===== config.mk =====
export PLATFORM = sky130hd
export DESIGN_NAME = periph_bus_controller
export DESIGN_NICKNAME = d
export VERILOG_FILES = /design/src/rtl/periph_bus_pkg.sv /design/src/rtl/periph_bus_timeout.sv /design/src/rtl/periph_bus_controller.sv
export SDC_FILE = /design/constraint.sdc
export NUM_CORES = 1
export LEC_CHECK = 0
export ABC_AREA = 1
export CORE_UTILIZATION = 45
export CTS_CLUSTER_SIZE = 24
export DETAILED_ROUTE_END_ITERATION = 10
export PLACE_DENSITY = 0.93
export RECOVER_POWER = 25
export SLEW_MARGIN = 20
export SYNTH_ARGS = -nofsm -noshare
export SYNTH_HDL_FRONTEND = slang
export SYNTH_SLANG_ARGS = --single-unit
export TNS_END_PERCENT = 50

===== constraint.sdc =====
create_clock -name clk -period 2.9 [get_ports clk]
set_input_delay 0.58 -clock clk [delete_from_list [all_inputs] [get_ports clk]]
set_output_delay 0.58 -clock clk [all_outputs]
set_load 0.1 [all_outputs]

===== src/rtl/periph_bus_pkg.sv =====
// Shared constants for the peripheral bus controller: state encoding and address widths.
package periph_bus_pkg;

  localparam int SLOT_AW = 4;
  localparam int REG_AW  = 4;

  typedef logic [1:0] state_t;

  localparam state_t ST_IDLE   = 2'd0;
  localparam state_t ST_ACCESS = 2'd1;
  localparam state_t ST_RESP   = 2'd2;
  localparam state_t ST_ERR    = 2'd3;

  function automatic logic [7:0] sat_inc8(input logic [7:0] v);
    return (v == 8'hFF) ? v : v + 8'd1;
  endfunction

endpackage


===== src/rtl/periph_bus_timeout.sv =====
// Wait-cycle counter for a peripheral access; expired fires on the cycle the limit is hit.
module periph_bus_timeout
  import periph_bus_pkg::*;
#(
  parameter int TIMEOUT = 15
) (
  input  logic clk,
  input  logic rst,
  input  logic clear,
  input  logic enable,
  output logic expired
);

  logic [7:0] cnt;

  always_ff @(posedge clk or negedge rst) begin
    if (!rst) begin
      cnt <= '0;
    end else if (clear) begin
      cnt <= '0;
    end else if (enable) begin
      cnt <= cnt + 8'd1;
    end
  end

  // Combinational so the move to ERR happens on the edge that would make the count reach TIMEOUT.
  assign expired = enable && (cnt == 8'(TIMEOUT - 1));

endmodule


===== src/rtl/periph_bus_controller.sv =====
// Single-master controller sequencing one access at a time to a set of peripheral slots.
module periph_bus_controller
  import periph_bus_pkg::*;
#(
  parameter int                    NUM_PERIPH = 4,
  parameter int                    DATA_WIDTH = 32,
  parameter int                    TIMEOUT    = 15,
  parameter logic [NUM_PERIPH-1:0] SLOT_EN    = '1
) (
  input  logic                             clk,
  input  logic                             rst,
  input  logic [SLOT_AW-1:0]               periph_address,
  input  logic [REG_AW-1:0]                reg_address,
  input  logic                             rw,
  input  logic                             ce,
  input  logic [DATA_WIDTH-1:0]            data_in,
  output logic [DATA_WIDTH-1:0]            data_out,
  output logic                             ready,
  output logic                             bus_err,
  output logic [NUM_PERIPH-1:0]            p_ce,
  output logic                             p_rw,
  output logic [REG_AW-1:0]                p_reg_address,
  output logic [DATA_WIDTH-1:0]            p_wdata,
  input  logic [NUM_PERIPH*DATA_WIDTH-1:0] p_rdata,
  input  logic [NUM_PERIPH-1:0]            p_ready,
  output logic [7:0]                       err_count,
  output logic [7:0]                       err_addr
);

  state_t                  state, state_n;
  logic [SLOT_AW-1:0]      sel_q;
  logic [REG_AW-1:0]       reg_q;
  logic                    rw_q;
  logic [DATA_WIDTH-1:0]   wdata_q;

  logic [DATA_WIDTH-1:0]   rdata_sel;
  logic                    ready_sel;
  logic                    slot_ok;
  logic                    in_access;
  logic                    tmo_clear;
  logic                    tmo_expired;
  logic                    err_enter;
  logic                    err_rd;
  logic [7:0]              err_addr_n;

  assign in_access = (state == ST_ACCESS);

  // Slot decode done as a compare loop so no out-of-range part-select is ever formed.
  always_comb begin
    rdata_sel = '0;
    ready_sel = 1'b0;
    p_ce      = '0;
    slot_ok   = 1'b0;
    for (int unsigned k = 0; k < NUM_PERIPH; k++) begin
      if (sel_q == SLOT_AW'(k)) begin
        rdata_sel = p_rdata[k*DATA_WIDTH +: DATA_WIDTH];
        ready_sel = p_ready[k];
        p_ce[k]   = in_access;
      end
      if (periph_address == SLOT_AW'(k)) begin
        slot_ok = SLOT_EN[k];
      end
    end
  end

  assign p_rw          = in_access & rw_q;
  assign p_reg_address = in_access ? reg_q : '0;
  assign p_wdata       = in_access ? wdata_q : '0;
  assign ready         = (state == ST_RESP) || (state == ST_ERR);
  assign bus_err       = (state == ST_ERR);

  periph_bus_timeout #(
    .TIMEOUT(TIMEOUT)
  ) u_timeout (
    .clk    (clk),
    .rst    (rst),
    .clear  (tmo_clear),
    .enable (in_access && !ready_sel),
    .expired(tmo_expired)
  );

  always_comb begin
    state_n    = state;
    tmo_clear  = 1'b0;
    err_enter  = 1'b0;
    err_rd     = !rw_q;
    err_addr_n = {sel_q, reg_q};
    case (state)
      ST_IDLE: begin
        // Decode errors are flagged before the latches load, so use the live inputs.
        err_rd     = !rw;
        err_addr_n = {periph_address, reg_address};
        if (ce) begin
          tmo_clear = 1'b1;
          state_n   = slot_ok ? ST_ACCESS : ST_ERR;
          err_enter = !slot_ok;
        end
      end
      ST_ACCESS: begin
        if (ready_sel) begin
          state_n = ST_RESP;
        end else if (tmo_expired) begin
          state_n   = ST_ERR;
          err_enter = 1'b1;
        end
      end
      default: state_n = ST_IDLE;
    endcase
  end

  always_ff @(posedge clk or negedge rst) begin
    if (!rst) begin
      state     <= ST_IDLE;
      sel_q     <= '0;
      reg_q     <= '0;
      rw_q      <= 1'b0;
      wdata_q   <= '0;
      data_out  <= '0;
      err_count <= '0;
      err_addr  <= '0;
    end else begin
      state <= state_n;
      if (state == ST_IDLE && ce) begin
        sel_q   <= periph_address;
        reg_q   <= reg_address;
        rw_q    <= rw;
        wdata_q <= data_in;
      end
      if (in_access && ready_sel && !rw_q) begin
        data_out <= rdata_sel;
      end
      // Error bookkeeping lands on entry to ERR so it is valid alongside the ready pulse.
      if (err_enter) begin
        err_count <= sat_inc8(err_count);
        err_addr  <= err_addr_n;
        if (err_rd) begin
          data_out <= '0;
        end
      end
    end
  end

endmodule


==> impl_metrics.py <==
metrics = {
    "floorplanning": {
        "die_w_um": 114.4,
        "floorplan_row_count": 40,
        "ioPinCount": 267,
        "chipHeight_um": 114.4,
        "initial_core_util": 0.4674,
        "coreArea_um2": 12160,
        "die_ar_um2": 13090,
    },
    "yosys": {
        "ys_warn_count": 0,
        "synth-async-reset-ratio": 1.000,
        "ys_types": 28,
        "synthMostInstantiatedCell": "nand2_1",
        "avgSynthCellArea_um2": 7.250,
        "synth_area_um2": 5684,
        "postSynthRegisterBits": 99,
        "ys_seq_area_frac": 0.4358,
        "post-synth-top-area-cell": "dfrtp_1",
        "synth.net_count": 963,
        "synth.top_cells.by_area": "dfrtp_1, nand2_1, nand3_1",
        "synth_enable_flop_cells": 0,
        "synth_commonest_cells": "nand2_1, nand3_1, dfrtp_1, inv_1, o21ai_0",
        "synth_top_flop_cell": "dfrtp_1",
        "portion_of_synthesized_cell_area_occupied_by_the_leading_cell_type": 0.4358,
        "synthesized_instance_count": 784,
    },
    "finish": {
        "final_net_count": 1201,
        "post_layout_nonfiller_instances": 1197,
        "area_growth_from_synthesis_to_layout_pct": 56.68,
        "fin_util": 0.7323,
        "post_route_cells_drive_above_1_share": 0.1392,
        "stdcell_area_um2": 8906,
    },
    "setup_path": {
        "cp_data_required_time_ns": 2.32,
        "worstSetupStartpointType": "register",
        "worst_ep_arrival_time_ns": 1.96,
        "rr_startpoint": "state[0]",
        "setup.worst_path.start": "state[1]",
        "crit_path_max_fanout": 43,
        "worst_setup_path_end_kind": "output pin",
        "timing.setup.critical_path_class": "register to output pin",
    },
    "routing": {
        "antenna_left": 0,
        "initialDrtViolationCount": 423,
        "wl_per_cell_um": 15.80,
        "detail_route.vias_per_cell": 5.216,
        "post-route-drc-count": 0,
        "via_count": 6244,
        "drt_wl_total_um": 18910,
        "firstDrtPassIters": 6,
    },
    "place": {
        "gpl.final_weighted_congestion": 0.8344,
        "dpl_cell_area_um2": 8605,
        "dp_slack_ns": 0.5141,
        "port_buffers": 266,
        "place.detailed.instances": 1179,
        "detailedPlacementHpwl_um": 14130,
    },
    "clock_network": {
        "htree_levels": 3,
        "buffer_cell_driving_the_clock_tree_root": "clkbuf_16",
        "cts_buffer_depth": 2,
        "worst_setup_hold_path_clk_slew_ns": 0.07,
        "postCtsResizedCells": 0,
        "clock_insertion_delay_worst_skew_ns": 0.34,
        "cts_hold_buffers": 0,
        "post_cts_buffers": 0,
        "cts_sinks": 99,
        "cts_buffers": 9,
        "tritoncts": "built",
    },
    "min_path": {
        "min-delay-path-class": "input pin to asynchronous set/reset pin",
    },
    "grt": {
        "grt_antenna_before_repair": 2,
        "grt_first_pass_wirelength_um": 29270,
        "gr-usage-all-layers": 0.2879,
        "grt_pass1_vias": 6060,
        "global_route.overflow_total": 0,
        "grt_max_degree": 77,
    },
    "sta": {
        "final_critical_path_setup_slack_ns": 0.3592,
        "setup_viol": 0,
        "fin_skew_ns": 0.009432,
        "slew-limit-headroom": 0.1592,
        "max_freq_mhz": 393.6,
        "finalWorstPathRequiredPeriod_ns": 2.541,
        "share_of_the_cycle_needed_by_the_critical_path_after_routing": 0.8761,
        "tightest_slew_ns": 1.261,
        "rsz0062_at_grt": "no",
        "slew_viol_final": 0,
        "timing.final.hold_violations": 0,
    },
    "power": {
        "power.ir.vdd_worst_v": 0.0009280,
        "p_per_area_nw_per_um2": 1109,
        "power_leakage_nw": 4.275,
    },
    "job": {
        "max_cap_viol_count": 0,
    },
    "status": {
        "outcome": "completed",
    },
}
## cells in the final DEF (no fill, tap or decap), types with 2 or more instances in the layout
cell	instances
inv_1	86
nor2_4	5
nand2_4	4
nor2_1	48
inv_2	6
o21ai_0	82
nand2_2	4
buf_12	34
dfrtp_1	99
nand4_1	34
nand3_1	124
nand2_1	181
diode_2	2
ha_1	3
nor2_2	5
clkdlybuf4s50_1	174
clkbuf_1	3
xnor2_1	2
clkbuf_16	9
xor2_1	8
o21ai_1	35
buf_4	66
## final cells by class
class	instances	area, um2
clock inverters	6	71.32
clock buffers	10	239.0
fillers	880	3256
well taps	168	210.2
inverters	92	345.3
repair buffers	278	2934
multi-input cells	542	2624
diodes	2	5.005
flip-flops and latches	99	2477
## critical path: stages, from the launching register on
cell and delay [ns]:
dfrtp_1 0.42, nor2_2 0.25, inv_2 0.35, nor2_1 0.37, buf_12 0.22
## registers in the layout, summed over array words and instances (netlist names)
name           cells
data_out          32
state              2
reg_q              4
rw_q               1
err_addr           8
u_timeout.cnt      8
err_count          8
sel_q              4
wdata_q           32
## stage by stage
stage	hold WS, ns	total power, mW	TNS (ns)
floorplan	0.2844	6.745	-0.05118
global placement	0.4781	8.505	0
detailed placement	0.4962	8.643	0
CTS	0.2864	9.916	0
global route	0.5406	10.43	0
finish	0.5096	9.881	0
## routing by layer
layer  vias to the layer above  global-route usage  wire length (um)  part of all wire
met5                         -                   0                 0                 0
met2                       275              0.4986              9195              0.49
li1                       3018                   -                 -                 -
met4                         0              0.1584               923             0.049
met3                        66             0.08205              1623             0.086
met1                      2885              0.3189              7172              0.38
## logic make-up (layout without fill, tap and decap cells)
| family | count (synthesis) | after routing | share of synthesized area |
|---|---|---|---|
| other | 0 | 2 | 0 |
| DFF | 99 | 99 | 0.4358 |
| AOI/OAI and AO/OA | 119 | 119 | 0.1052 |
| and+or+nand+nor | 410 | 410 | 0.3326 |
| adders and majority gates | 3 | 3 | 0.006604 |
| buffers and inverters | 143 | 386 | 0.1043 |
| xor gates and xnor gates | 10 | 10 | 0.01541 |
## power by group
group,switching [mW],internal [mW],total [mW]
clock,0.546,0.702,1.25
sequential,0.302,1.86,2.16
combinational,4.72,1.75,6.47
total,5.57,4.31,9.88
## final timing paths
kind | endpoint | slack, ns | cells past startpoint
worst max-delay path | p_ce[2] | 0.36 | 4
worst min-delay path | data_out[23] | 0.51 | 1
worst max register to register | data_out[0] | 0.63 | 9
worst min register to register | err_addr[7] | 0.51 | 2
max in group asynchronous | wdata_q[10] | 0.87 | 2
min in group clk | err_addr[7] | 0.51 | 2
Power figures use the tool's default switching activity.
==> patch, RTL diff (same settings) <==
`TIMEOUT` is set to 15 in 2 places; all go to 7.
--- a/src/rtl/periph_bus_timeout.sv
+++ b/src/rtl/periph_bus_timeout.sv
@@ -2,7 +2,7 @@
 module periph_bus_timeout
   import periph_bus_pkg::*;
 #(
-  parameter int TIMEOUT = 15
+  parameter int TIMEOUT = 7
 ) (
   input  logic clk,
   input  logic rst,
--- a/src/rtl/periph_bus_controller.sv
+++ b/src/rtl/periph_bus_controller.sv
@@ -4,7 +4,7 @@
 #(
   parameter int                    NUM_PERIPH = 4,
   parameter int                    DATA_WIDTH = 32,
-  parameter int                    TIMEOUT    = 15,
+  parameter int                    TIMEOUT    = 7,
   parameter logic [NUM_PERIPH-1:0] SLOT_EN    = '1
 ) (
   input  logic                             clk,
Function: changed (a bounded check fails within 10 cycles, from zero or initial values and one cycle with rst low).
==> patch against the unedited design <==
The run now ends with max-capacitance violations, max-slew violations left. Core utilization is 0.50 points higher. Synthesized area up 0.81%. Setup slack worse by 0.017 ns. Routed wire length increased by 1.4%. Final area grew 1.1%. Sequential cell count unchanged. Worst hold slack better by 0.0089 ns. Register-to-register slack got worse by 0.11 ns. Critical path depth unchanged. Power up 0.72%. Highest routed layer unchanged.
==> patch: results <==
status:
  status: "complete, but fails checks"
  violations: "max-capacitance violations, max-slew violations"
finish:
  top_regs: "data_out x32, wdata_q x32"
  buffers: 276
  multi_input_gates: 543
  inverters_excl_clock: 91
  drive_gt1_share_pct: 14.1
  seq_share_pct: 27.5
  buf_share_pct: 33.5
  fill_cells: 881
  clk_share_pct: 3.52
  layoutNonFillerInstCount: 1195
  final_nets: 1199
  final_area_um2: 9000
  area_growth_syn_to_layout_pct: 57.1
  multi_input_area_share_pct: 29.3
place:
  gp_congestion: 0.866
  place_hpwl_um: 14400
  dpl-instance-area_um2: 8690
  portBuffers: 266
  dp_slack_ns: 0.501
synthesis:
  yosys-top-cells-count: "nand2_1, nand3_1, dfrtp_1, inv_1, o21ai_0"
  synth_nets: 964
  async_flop_share_pct: 100
  synth_area_leaders: "dfrtp_1, nand2_1, nand3_1"
  ys_seq_area_share_pct: 43.2
  synth_flop_cell: "dfrtp_1"
  syn_inst: 785
job:
  maxCapViolCount: 1
detailed_routing:
  vias: 6265
  firstDrtPassIters: 5
  drt-initial-drc-count: 549
  wire_per_inst_um: 16.0
setup_path:
  r2r-start: "sel_q[0]"
  arrival_ns: 1.98
  ff2ff_path_depth: 10
  r2r_end: "u_timeout.cnt[5]"
  critPathMaxStageDelay_ns: 0.44
  crit_start: "state[1]"
  cp_top_family: "simple AND/OR/NAND/NOR gates"
  rrSetupSlack_ns: 0.52
  crit_path_end: "p_wdata[13]"
global_route:
  grt_pass1_wl_um: 29200
  grt_pass1_vias: 5902
  grt_use_total_pct: 28.7
  grt_max_degree: 64
  antenna_found_initial: 2
power:
  leakage_nw: 4.29
  peakVddDrop_mv: 0.881
timing:
  fin_skew_ns: 0.00632
  relSlewSlack_pct: -46.6
  slew_violations: 41
  holdWs_ns: 0.519
  fmax_mhz: 391
  finalSetupTns_ns: 0
clock_network:
  cts_inserted_buffers: 9
  post_cts_buffers: 0
min_path:
  hold_path.class: "reg2reg"
-- patch: power breakdown --
| part | internal (mW) | switching, mW |
|---|---|---|
| Clock | 0.760 | 0.528 |
| Combinational | 1.80 | 4.70 |
| Sequential | 1.86 | 0.301 |
| Total | 4.42 | 5.53 |
-- patch: metal layers --
metal	up-vias	track usage, %	part of all wire (%)
met1	2883	30.7	36
li1	3026	-	-
met4	0	13.0	3.8
met5	-	0	0
met3	52	9.70	10
met2	304	51.1	50
-- patch: kinds of logic after synthesis --
logic type	count (synthesis)	share of synthesized area [%]
AND/OR/NAND/NOR	411	33.3
buffers and inverters	143	10.9
AO/OA/AOI/OAI	119	10.4
flip-flops	99	43.2
XOR/XNOR	10	1.53
adder cells (fa/ha/maj)	3	0.655
-- patch: worst reg2reg max path: cells and delay by family, from the launching register on --
family	cells	cell delay, ns
DFF	1	0.45
buffers and inverters	1	0.13
and+or+nand+nor	9	1.68
